File: src/rtl/timer_pkg.sv
// Shared types and defaults for the countdown timer family.
package timer_pkg;

  localparam int unsigned CNT_WIDTH_DEFAULT = 8;

  typedef enum logic [1:0] {
    IDLE  = 2'd0,
    ARMED = 2'd1,
    RUN   = 2'd2
  } state_t;

endpackage

File: src/rtl/countdown_timer_nbit.sv
// Loadable n-bit down-counter with start/pause/abort and a one-cycle done pulse.
// Define COUNTDOWN_AUTO_RELOAD_EN to reload from the stored period at terminal count and stay in RUN.
module countdown_timer_nbit
  import timer_pkg::*;
#(
  parameter int unsigned CNT_WIDTH = CNT_WIDTH_DEFAULT
) (
  input  logic                 clk,
  input  logic                 reset_n,
  input  logic                 load_valid,
  input  logic [CNT_WIDTH-1:0] load_value,
  output logic                 load_ready,
  input  logic                 start,
  input  logic                 pause,
  input  logic                 abort,
  output logic [CNT_WIDTH-1:0] count,
  output logic                 busy,
  output logic                 done
);

  state_t               state;
  logic [CNT_WIDTH-1:0] reload;
  logic                 at_terminal;

  assign at_terminal = (count <= CNT_WIDTH'(1));
  assign busy        = (state == RUN);
  assign load_ready  = (state != RUN);

  always_ff @(posedge clk or negedge reset_n) begin
    if (!reset_n) begin
      state  <= IDLE;
      count  <= '0;
      reload <= '0;
      done   <= 1'b0;
    end else begin
      done <= 1'b0;
      if (abort) begin
        state <= IDLE;
        count <= '0;
      end else if (load_valid && (state != RUN)) begin
        count  <= load_value;
        reload <= load_value;
        state  <= ARMED;
      end else begin
        case (state)
          ARMED: begin
            // count always equals reload while ARMED, so this leaves count unchanged
            if (start) begin
              state <= RUN;
              count <= reload;
            end
          end
          RUN: begin
            if (!pause) begin
              if (at_terminal) begin
                done <= 1'b1;
`ifdef COUNTDOWN_AUTO_RELOAD_EN
                count <= reload;
`else
                count <= '0;
                state <= IDLE;
`endif
              end else begin
                count <= count - CNT_WIDTH'(1);
              end
            end
          end
          default: ;
        endcase
      end
    end
  end

endmodule

File: config.mk
export PLATFORM = sky130hd
export DESIGN_NAME = countdown_timer_nbit
export DESIGN_NICKNAME = d
export VERILOG_FILES = /design/src/rtl/timer_pkg.sv /design/src/rtl/countdown_timer_nbit.sv
export SDC_FILE = /design/constraint.sdc
export NUM_CORES = 1
export LEC_CHECK = 0
export ABC_AREA = 1
export CAP_MARGIN = 30
export CORE_MARGIN = 2
export CORE_UTILIZATION = 50
export DETAILED_ROUTE_END_ITERATION = 8
export GPL_TIMING_DRIVEN = 0
export MAX_ROUTING_LAYER = met4
export PLACE_DENSITY = 0.79
export SYNTH_ARGS = -nofsm -noshare
export SYNTH_HDL_FRONTEND = slang
export SYNTH_SLANG_ARGS = --single-unit
File: constraint.sdc
create_clock -name clk -period 1.8 [get_ports clk]
set_input_delay 0.36 -clock clk [delete_from_list [all_inputs] [get_ports clk]]
set_output_delay 0.36 -clock clk [all_outputs]
set_load 0.005 [all_outputs]
# Word level (Yosys, flattened, before mapping)
# Index checks and enable logic that the tools add are counted.
dict set report word_totals {
  in_bits 14
  wordCells 35
  register_bits 19
  out_inout_bits 11
}
dict set report classes {
  n_bitwise 1
  order_cmp 1
  eq_ne 6
  n_addsub 1
  reduce_logical 5
  mux 17
}
# cell count
set ops {}
lappend ops {{8-bit 2-to-1 mux} 5}
lappend ops {{8-bit case mux with 2 select lines} 1}
lappend ops {{2-bit 2-to-1 mux} 5}
lappend ops {{8-bit by 1-bit <= comparator with 1-bit output (second input constant)} 1}
lappend ops {{8-bit by 1-bit subtractor with 8-bit output (second input constant)} 1}
lappend ops {{1-bit 2-to-1 mux} 5}
lappend ops {{4-bit by 2-bit != test with 1-bit output (second input constant)} 1}
lappend ops {{4-bit by 3-bit != test with 1-bit output (second input constant)} 1}
lappend ops {{4-bit != test (second input constant)} 1}
lappend ops {{2-bit case mux with 2 select lines} 1}
lappend ops {{4-bit AND reduction} 1}
lappend ops {{4-bit nonzero test} 1}
lappend ops {{3-bit AND reduction} 1}
lappend ops {{2-bit by 1-bit equality test with 1-bit output (second input constant)} 1}
lappend ops {{2-bit equality test (second input constant)} 1}
lappend ops {{2-bit != test (second input constant)} 1}
lappend ops {{2-bit AND reduction} 1}
lappend ops {{1-bit logical AND} 1}
lappend ops {{1-bit NOT} 1}

# Logic depth before layout (Yosys ltp)
# Gate-level depths: netlist (run 1).
dict set report depth {
  word_depth 6
  ltp_mapped 11
  ltp_nobuf 11
}

# Least setup slack after synthesis (run 1)
# OpenSTA, ideal clock, no wires.
dict set report synth_path {
  kind {register to register}
  startpoint {reg count[0]}
  endpoint {reg state[1]}
  path_stages_with_launch 12
  path_buffers 0
  path_slack_ns 0.390
  arrival_time_ns 1.287
  setup_ns 0.123
  t_required_ns 1.677
  synth_period_minus_slack_ns 1.410
  cell_sequence {dfrtp_1 -> inv_1 -> ha_1 -> inv_1 -> nand2_1 -> nand2_1 -> nor2_2 -> inv_1 -> nand2_1 -> nand2_1 -> nand2_1 -> o21ai_1}
}
dict set report synth_via {
  elab_chain_cells 3
}
# item line
set synth_rtl {}
lappend synth_rtl {{start, declared} countdown_timer_nbit.sv:16} ;# output logic [CNT_WIDTH-1:0] count,
lappend synth_rtl {{start signal, assigned} countdown_timer_nbit.sv:41} ;# count <= load_value;
lappend synth_rtl {{start signal, assigned} countdown_timer_nbit.sv:50} ;# count <= reload;
lappend synth_rtl {{start signal, assigned} countdown_timer_nbit.sv:64} ;# count <= count - CNT_WIDTH'(1);
lappend synth_rtl {{8-bit by 1-bit <= comparator with 1-bit output} countdown_timer_nbit.sv:25} ;# assign at_terminal = (count <= CNT_WIDTH'(1));
lappend synth_rtl {{4-bit by 2-bit != test with 1-bit output (no line)} n/a}
lappend synth_rtl {{4-bit AND reduction (no line)} n/a}
lappend synth_rtl {{end signal, assigned} countdown_timer_nbit.sv:31} ;# state <= IDLE;
lappend synth_rtl {{end signal, assigned} countdown_timer_nbit.sv:38} ;# state <= IDLE;
lappend synth_rtl {{end signal, assigned} countdown_timer_nbit.sv:43} ;# state <= ARMED;
lappend synth_rtl {{end, declared} countdown_timer_nbit.sv:21} ;# state_t state;
# Every way passes these cells.
# A chain may end at the register's enable or synchronous reset.

# Worst setup path in the final report (run 1)
dict set report layout_path {
  startpoint {reg state[1]}
  endpoint {out load_ready}
}
dict set report layout_via {
  elab_chain_cells 1
}
# item line
set layout_rtl {}
lappend layout_rtl {{2-bit != test} countdown_timer_nbit.sv:27} ;# assign load_ready = (state != RUN);
lappend layout_rtl {{end, declared} countdown_timer_nbit.sv:12} ;# output logic load_ready,
# Every way passes these cells.

==> out/metrics.csv, run 1 <==
stage;metric;value;unit
timing;slew-limit-headroom;40.19;%
synthesis;synth_cells;167;
final_layout;layout.cells.most_common;nand2_1;
synthesis;synth_top_area_share;40.99;%
synthesis;synth_nets;183;
critical_path;critical_path.endpoint_type;primary output;
clock_network;cts-buffers-inserted;3;
floorplanning;dieArea;2721;µm²
drt;detail_routed_via_count_per_cell;5.141;
run_status;outcome;finished clean;
clock_network;clock_tree.buffer_depth;2;
timing;fin_setup_tns;0;ns
timing;worst_slack;0.06391;ns
critical_path;worst_path_max_delay_cell;clkdlybuf4s50_1;
critical_path;setup.worst_path.start_class;register;
synthesis;synthesis.area_per_instance;6.945;µm²
timing;report.final.slew_viol_count;0;
final_layout;area.growth.synth_to_final;28.69;%
floorplanning;die_height;52.17;µm
drt;num_vias;1167;
final_layout;finalCoreUtilization;67.48;%
global_routing;globalRouteOverflowTotal;0;
timing;clock_skew;0.002682;ns
global_routing;grt-busiest-layer;met2;
clock_network;ctsRootBufferMaster;clkbuf_4;
timing;grt_setup_unrepaired;no;
clock_network;clock_sink_count;19;
power_and_ir_drop;maximum_ir_drop_on_the_vdd_rail;0.0006115;V
floorplanning;rows;17;
critical_path;crit_type;register to primary output;
global_routing;number_of_global_route_vias_before_repair;1072;
critical_path;cp_data_required_time;1.44;ns
place;place.gp.congestion;0.8058;
final_layout;final_cell_count_no_fill;227;
drt;route.detailed.drc;0;
clock_network;clk_pin_slew;0.11;ns
timing;worst_hold_slack;0.4128;ns
critical_path;critPathBufInv;1;
place;place_area;1425;µm²
synthesis;synth.area.top_cells;dfrtp_1 41%, nand2_1 15%, inv_1 7.4%, nor2_1 7.4%, nand3_1 6.0%;
global_routing;gr-usage-met1;27.94;%
synthesis;flip_flop_and_latch_count_after_synthesis;19;
global_routing;wire_length_of_the_first_global_routing_pass;4.485;mm
timing;final.period_utilization;96.45;%
place;portBuffers;23;
final_layout;antenna-diode-count;0;
floorplanning;width_of_the_chip;52.17;µm
global_routing;antenna_violations_before_repair;0;
clock_network;cts-hold-fix-buffers;0;
place;preCtsSetupSlack;-0.002710;ns
synthesis;mappedNetlistArea;1160;µm²
drt;route.detailed.wl_per_inst;11.63;µm
clock_network;cts_tree;yes;
drt;routed_wl;2.641;mm
hold_path;min_path_type;input port to register;
timing;fmax;576.0;MHz
drt;drt_pass1_iterations;4;
global_routing;use_met3;3.736;%
clock_network;clk-insertion-delay-late;0.29;ns
run;cap_violations;0;
critical_path;timing.critical_path.cells;nand2_4, clkdlybuf4s50_1;
power_and_ir_drop;p_per_area;994.8;nW/µm²
critical_path;crit_path_max_incr_delay;0.51;ns
clock_network;cts-htree-levels;1;
timing;layout_min_cycle_time;1.736;ns
final_layout;fraction_of_final_layout_cells_sized_beyond_drive_strength_1;11.56;%
floorplanning;area_of_the_core;2212;µm²
place;placed_cells_incl_taps;218;
global_routing;global_route.usage.met2;38.82;%
timing;max_slew.worst_pin.slew;0.8943;ns
power_and_ir_drop;power.total;1.485;mW
final_layout;finished_layout_cell_area;1493;µm²
synthesis;post-synth-top-area-cell;dfrtp_1;
critical_path;critical_path_arrival;1.38;ns
place;dp_hpwl;1.922;mm
timing;report.final.setup_viol;0;
power_and_ir_drop;p_leak;0.7510;nW
global_routing;grtUsageTotal;22.94;%
drt;initialDrtViolationCount;29;
timing;final_hold_viol_count;0;
floorplanning;design.portCount;25;
drt;postRouteAntennaNets;0;
synthesis;count_of_yosys_warnings_during_synthesis;0;
synthesis;synth_cell_types;18;
critical_path;crit_family;buffers and inverters;
critical_path;path_max_fanout;6;
floorplanning;start_util;52.43;%
synthesis;synth.yosys.seq_area_share;40.99;%
global_routing;grt_start_max_net_pins;20;
final_layout;finalNetCount;216;
final_layout;final_cell_mix;45 x nand2_1, 23 x nor2_1, 22 x inv_1, 22 x clkdlybuf4s50_1, 18 x dfrtp_1;
[report_power, final]
| group | leakage [nW] | switching (mW) | internal, mW | total [mW] |
|---|---|---|---|---|
| Clock | 0.0150 | 0.131 | 0.0861 | 0.217 |
| Sequential | 0.239 | 0.0898 | 0.522 | 0.612 |
| Combinational | 0.497 | 0.347 | 0.309 | 0.655 |
| Total | 0.751 | 0.568 | 0.917 | 1.48 |
[kinds of logic after synthesis]
kind of cell / count (synthesis) / synth area share, %
adders and majority gates: 2 / 2.157
DFF: 19 / 40.99
buffers and inverters: 28 / 10.68
xor gates and xnor gates: 1 / 0.7553
and+or+nand+nor: 100 / 38.08
AOI/OAI and AO/OA: 17 / 7.335
[per-layer routing]
metal	vias to the layer above	part of all wire (%)
li1	595	-
met1	529	45
met2	39	49
met3	4	5.0
met4	0	1.3
met5	-	0
[path summary, 6_finish.rpt]
check,start,to,slack (ns),cells past startpoint
worst max register to register,count[0],state[1],0.24,11
worst max-delay path,state[1],load_ready,0.06,2
worst min register to register,reload[5],reload[5],0.50,2
max in group asynchronous,reset_n,state[0],0.63,1
worst min-delay path,load_valid,reload[6],0.41,3
min in group asynchronous,reset_n,count[4],0.56,1
[cell usage after synthesis]
master   instances
o21ai_1          1
nor2_1          23
nor3_1           1
nand2_1         45
inv_1           23
buf_6            2
inv_2            2
nand3_1         14
a21oi_1          6
ha_1             2
nand4_1         10
dfrtp_1         19
nand2_2          1
o21ai_0         10
buf_4            1
nor2_4           1
nor2_2           5
xnor2_1          1
[sequential cells by signal, summed over array words and instances (netlist names)]
register and cells:
done 1, count 8, reload 8, state 2
[worst reg2reg max path: cells and delay by family (launching register included)]
| family | cells | cell delay [ns] |
|---|---|---|
| adder cells (fa/ha/maj) | 1 | 0.21 |
| AND/OR/NAND/NOR | 6 | 0.49 |
| AO/OA/AOI/OAI | 1 | 0.06 |
| buffers and inverters | 3 | 0.26 |
| flip-flops | 1 | 0.44 |
[repair_timing]
item | CTS | global route
setup endpoints to repair | 2 | 2
pin swaps | 2 | 1
gates resized for setup | 4 | 1
setup buffers | 2 | 4
[layout make-up]
class / instances / area [µm²]
buffer: 2 / 18.77
inverter: 25 / 93.84
fill: 205 / 719.4
multi-input combinational: 120 / 568.0
clock buffer: 4 / 26.28
tap: 28 / 35.03
sequential: 19 / 476.7
timing repair buffer: 29 / 274.0
Note: power is estimated with default switching activity, not from simulation.
==> inputs of run 2 (changes only) <==
- PLACE_DENSITY: 0.79 -> not set
- PLACE_DENSITY_LB_ADDON: not set -> 0.08
==> out/metrics.csv, run 2 (synthesized netlist as in run 1, its figures left out) <==
stage;metric;value;unit
floorplanning;start_util;52.43;%
critical_path;setup.worst_path.start_class;register;
power_and_ir_drop;maximum_ir_drop_on_the_vdd_rail;0.0007070;V
global_routing;antenna_violations_before_repair;0;
timing;report.final.setup_viol;0;
clock_network;cts-hold-fix-buffers;0;
power_and_ir_drop;p_per_area;1001;nW/µm²
place;portBuffers;23;
drt;routed_wl;2.412;mm
clock_network;clock_tree.buffer_depth;2;
critical_path;critPathBufInv;1;
critical_path;critical_path.endpoint_type;primary output;
critical_path;worst_path_max_delay_cell;clkdlybuf4s50_1;
global_routing;wire_length_of_the_first_global_routing_pass;4.291;mm
power_and_ir_drop;power.total;1.453;mW
global_routing;number_of_global_route_vias_before_repair;1014;
final_layout;layout.cells.most_common;nand2_1;
timing;worst_slack;0.1598;ns
drt;initialDrtViolationCount;18;
drt;route.detailed.drc;0;
clock_network;clk_pin_slew;0.11;ns
place;dp_hpwl;1.848;mm
critical_path;crit_path_max_incr_delay;0.53;ns
floorplanning;rows;17;
critical_path;crit_type;register to primary output;
floorplanning;width_of_the_chip;52.17;µm
floorplanning;dieArea;2721;µm²
hold_path;min_path_type;input port to register;
final_layout;fraction_of_final_layout_cells_sized_beyond_drive_strength_1;8.763;%
run_status;outcome;finished clean;
clock_network;cts-htree-levels;1;
final_layout;final_cell_mix;45 x nand2_1, 23 x nor2_1, 22 x inv_1;
timing;report.final.slew_viol_count;0;
drt;num_vias;1089;
timing;slew-limit-headroom;43.29;%
final_layout;area.growth.synth_to_final;25.13;%
clock_network;ctsRootBufferMaster;clkbuf_4;
drt;detail_routed_via_count_per_cell;4.905;
critical_path;path_max_fanout;5;
clock_network;clk-insertion-delay-late;0.30;ns
timing;final_hold_viol_count;0;
global_routing;grt_start_max_net_pins;20;
critical_path;crit_family;buffers and inverters;
critical_path;timing.critical_path.cells;clkdlybuf4s50_1;
final_layout;antenna-diode-count;0;
power_and_ir_drop;p_leak;0.7295;nW
floorplanning;design.portCount;25;
place;preCtsSetupSlack;-0.001656;ns
clock_network;clock_sink_count;19;
final_layout;finalNetCount;211;
critical_path;cp_data_required_time;1.44;ns
timing;clock_skew;0.004262;ns
final_layout;top_regs;count (8), reload (8), state (2);
drt;route.detailed.wl_per_inst;10.86;µm
timing;grt_setup_unrepaired;no;
timing;max_slew.worst_pin.slew;0.8480;ns
floorplanning;area_of_the_core;2212;µm²
clock_network;cts_tree;yes;
critical_path;critical_path_arrival;1.28;ns
timing;layout_min_cycle_time;1.640;ns
global_routing;grtUsageTotal;21.76;%
run;cap_violations;0;
place;place.gp.congestion;0.8225;
floorplanning;die_height;52.17;µm
clock_network;cts-buffers-inserted;3;
drt;postRouteAntennaNets;0;
timing;fmax;609.7;MHz
drt;drt_pass1_iterations;4;
global_routing;globalRouteOverflowTotal;0;
timing;final.period_utilization;91.12;%
[run 2: cell types whose count changed in the layout (fill, tap and decap cells not counted), sizes merged]
cell / delta
clkdlybuf4s50: -1
dlygate4sd2: +1
buf: -5
[run 2: worst paths after layout]
| check | from | to | slack [ns] | depth (start not counted) |
|---|---|---|---|---|
| max in group asynchronous | reset_n | state[0] | 0.70 | 1 |
| worst max-delay path | count[3] | count[3] | 0.16 | 1 |
| min in group asynchronous | reset_n | reload[5] | 0.53 | 1 |
| worst min register to register | reload[6] | reload[6] | 0.49 | 2 |
| worst max register to register | count[0] | state[1] | 0.23 | 11 |
| worst min-delay path | load_valid | reload[6] | 0.41 | 3 |
[run 2: final cells by class]
type                    count  area, µm²
plain buffers               2      18.77
clock buffers               4      26.28
fillers                   207      760.7
inverters                  25      93.84
multi-input cells         120      565.5
flip-flops and latches     19      476.7
well taps                  28      35.03
repair buffers             24      235.2
[run 2: layer usage]
layer  global-route usage [%]  up-vias  routed length, µm
met3                    3.448        2                 91
li1                         -      586                  -
met1                    28.94      477               1171
met4                    7.692        0                 17
met5                        -        -                  0
met2                    33.97       24               1131
[run 2: power breakdown]
part           internal [mW]  switching (mW)  total, mW
sequential             0.522          0.0896      0.612
combinational          0.280           0.338      0.619
clock                 0.0863           0.136      0.222
total                  0.889           0.564       1.45
[run 2: metrics by stage]
step	utilization [%]	std cells	area, µm²	setup TNS [ns]	hold slack, ns
after floorplan	-	167	1160	0	0.06441
after global placement	64.42	218	1425	0	0.4542
after detailed placement	64.42	218	1425	-0.001656	0.4676
after CTS	65.61	222	1451	0	0.4009
after global routing	65.61	222	1451	0	0.4308
final	65.61	222	1451	0	0.4083
[run 2: timing repair]
action / 4_1_cts / 5_1_grt
resized for setup: 5 / 0
endpoints found under the setup margin: 2 / 0
setup buffers: 1 / 0
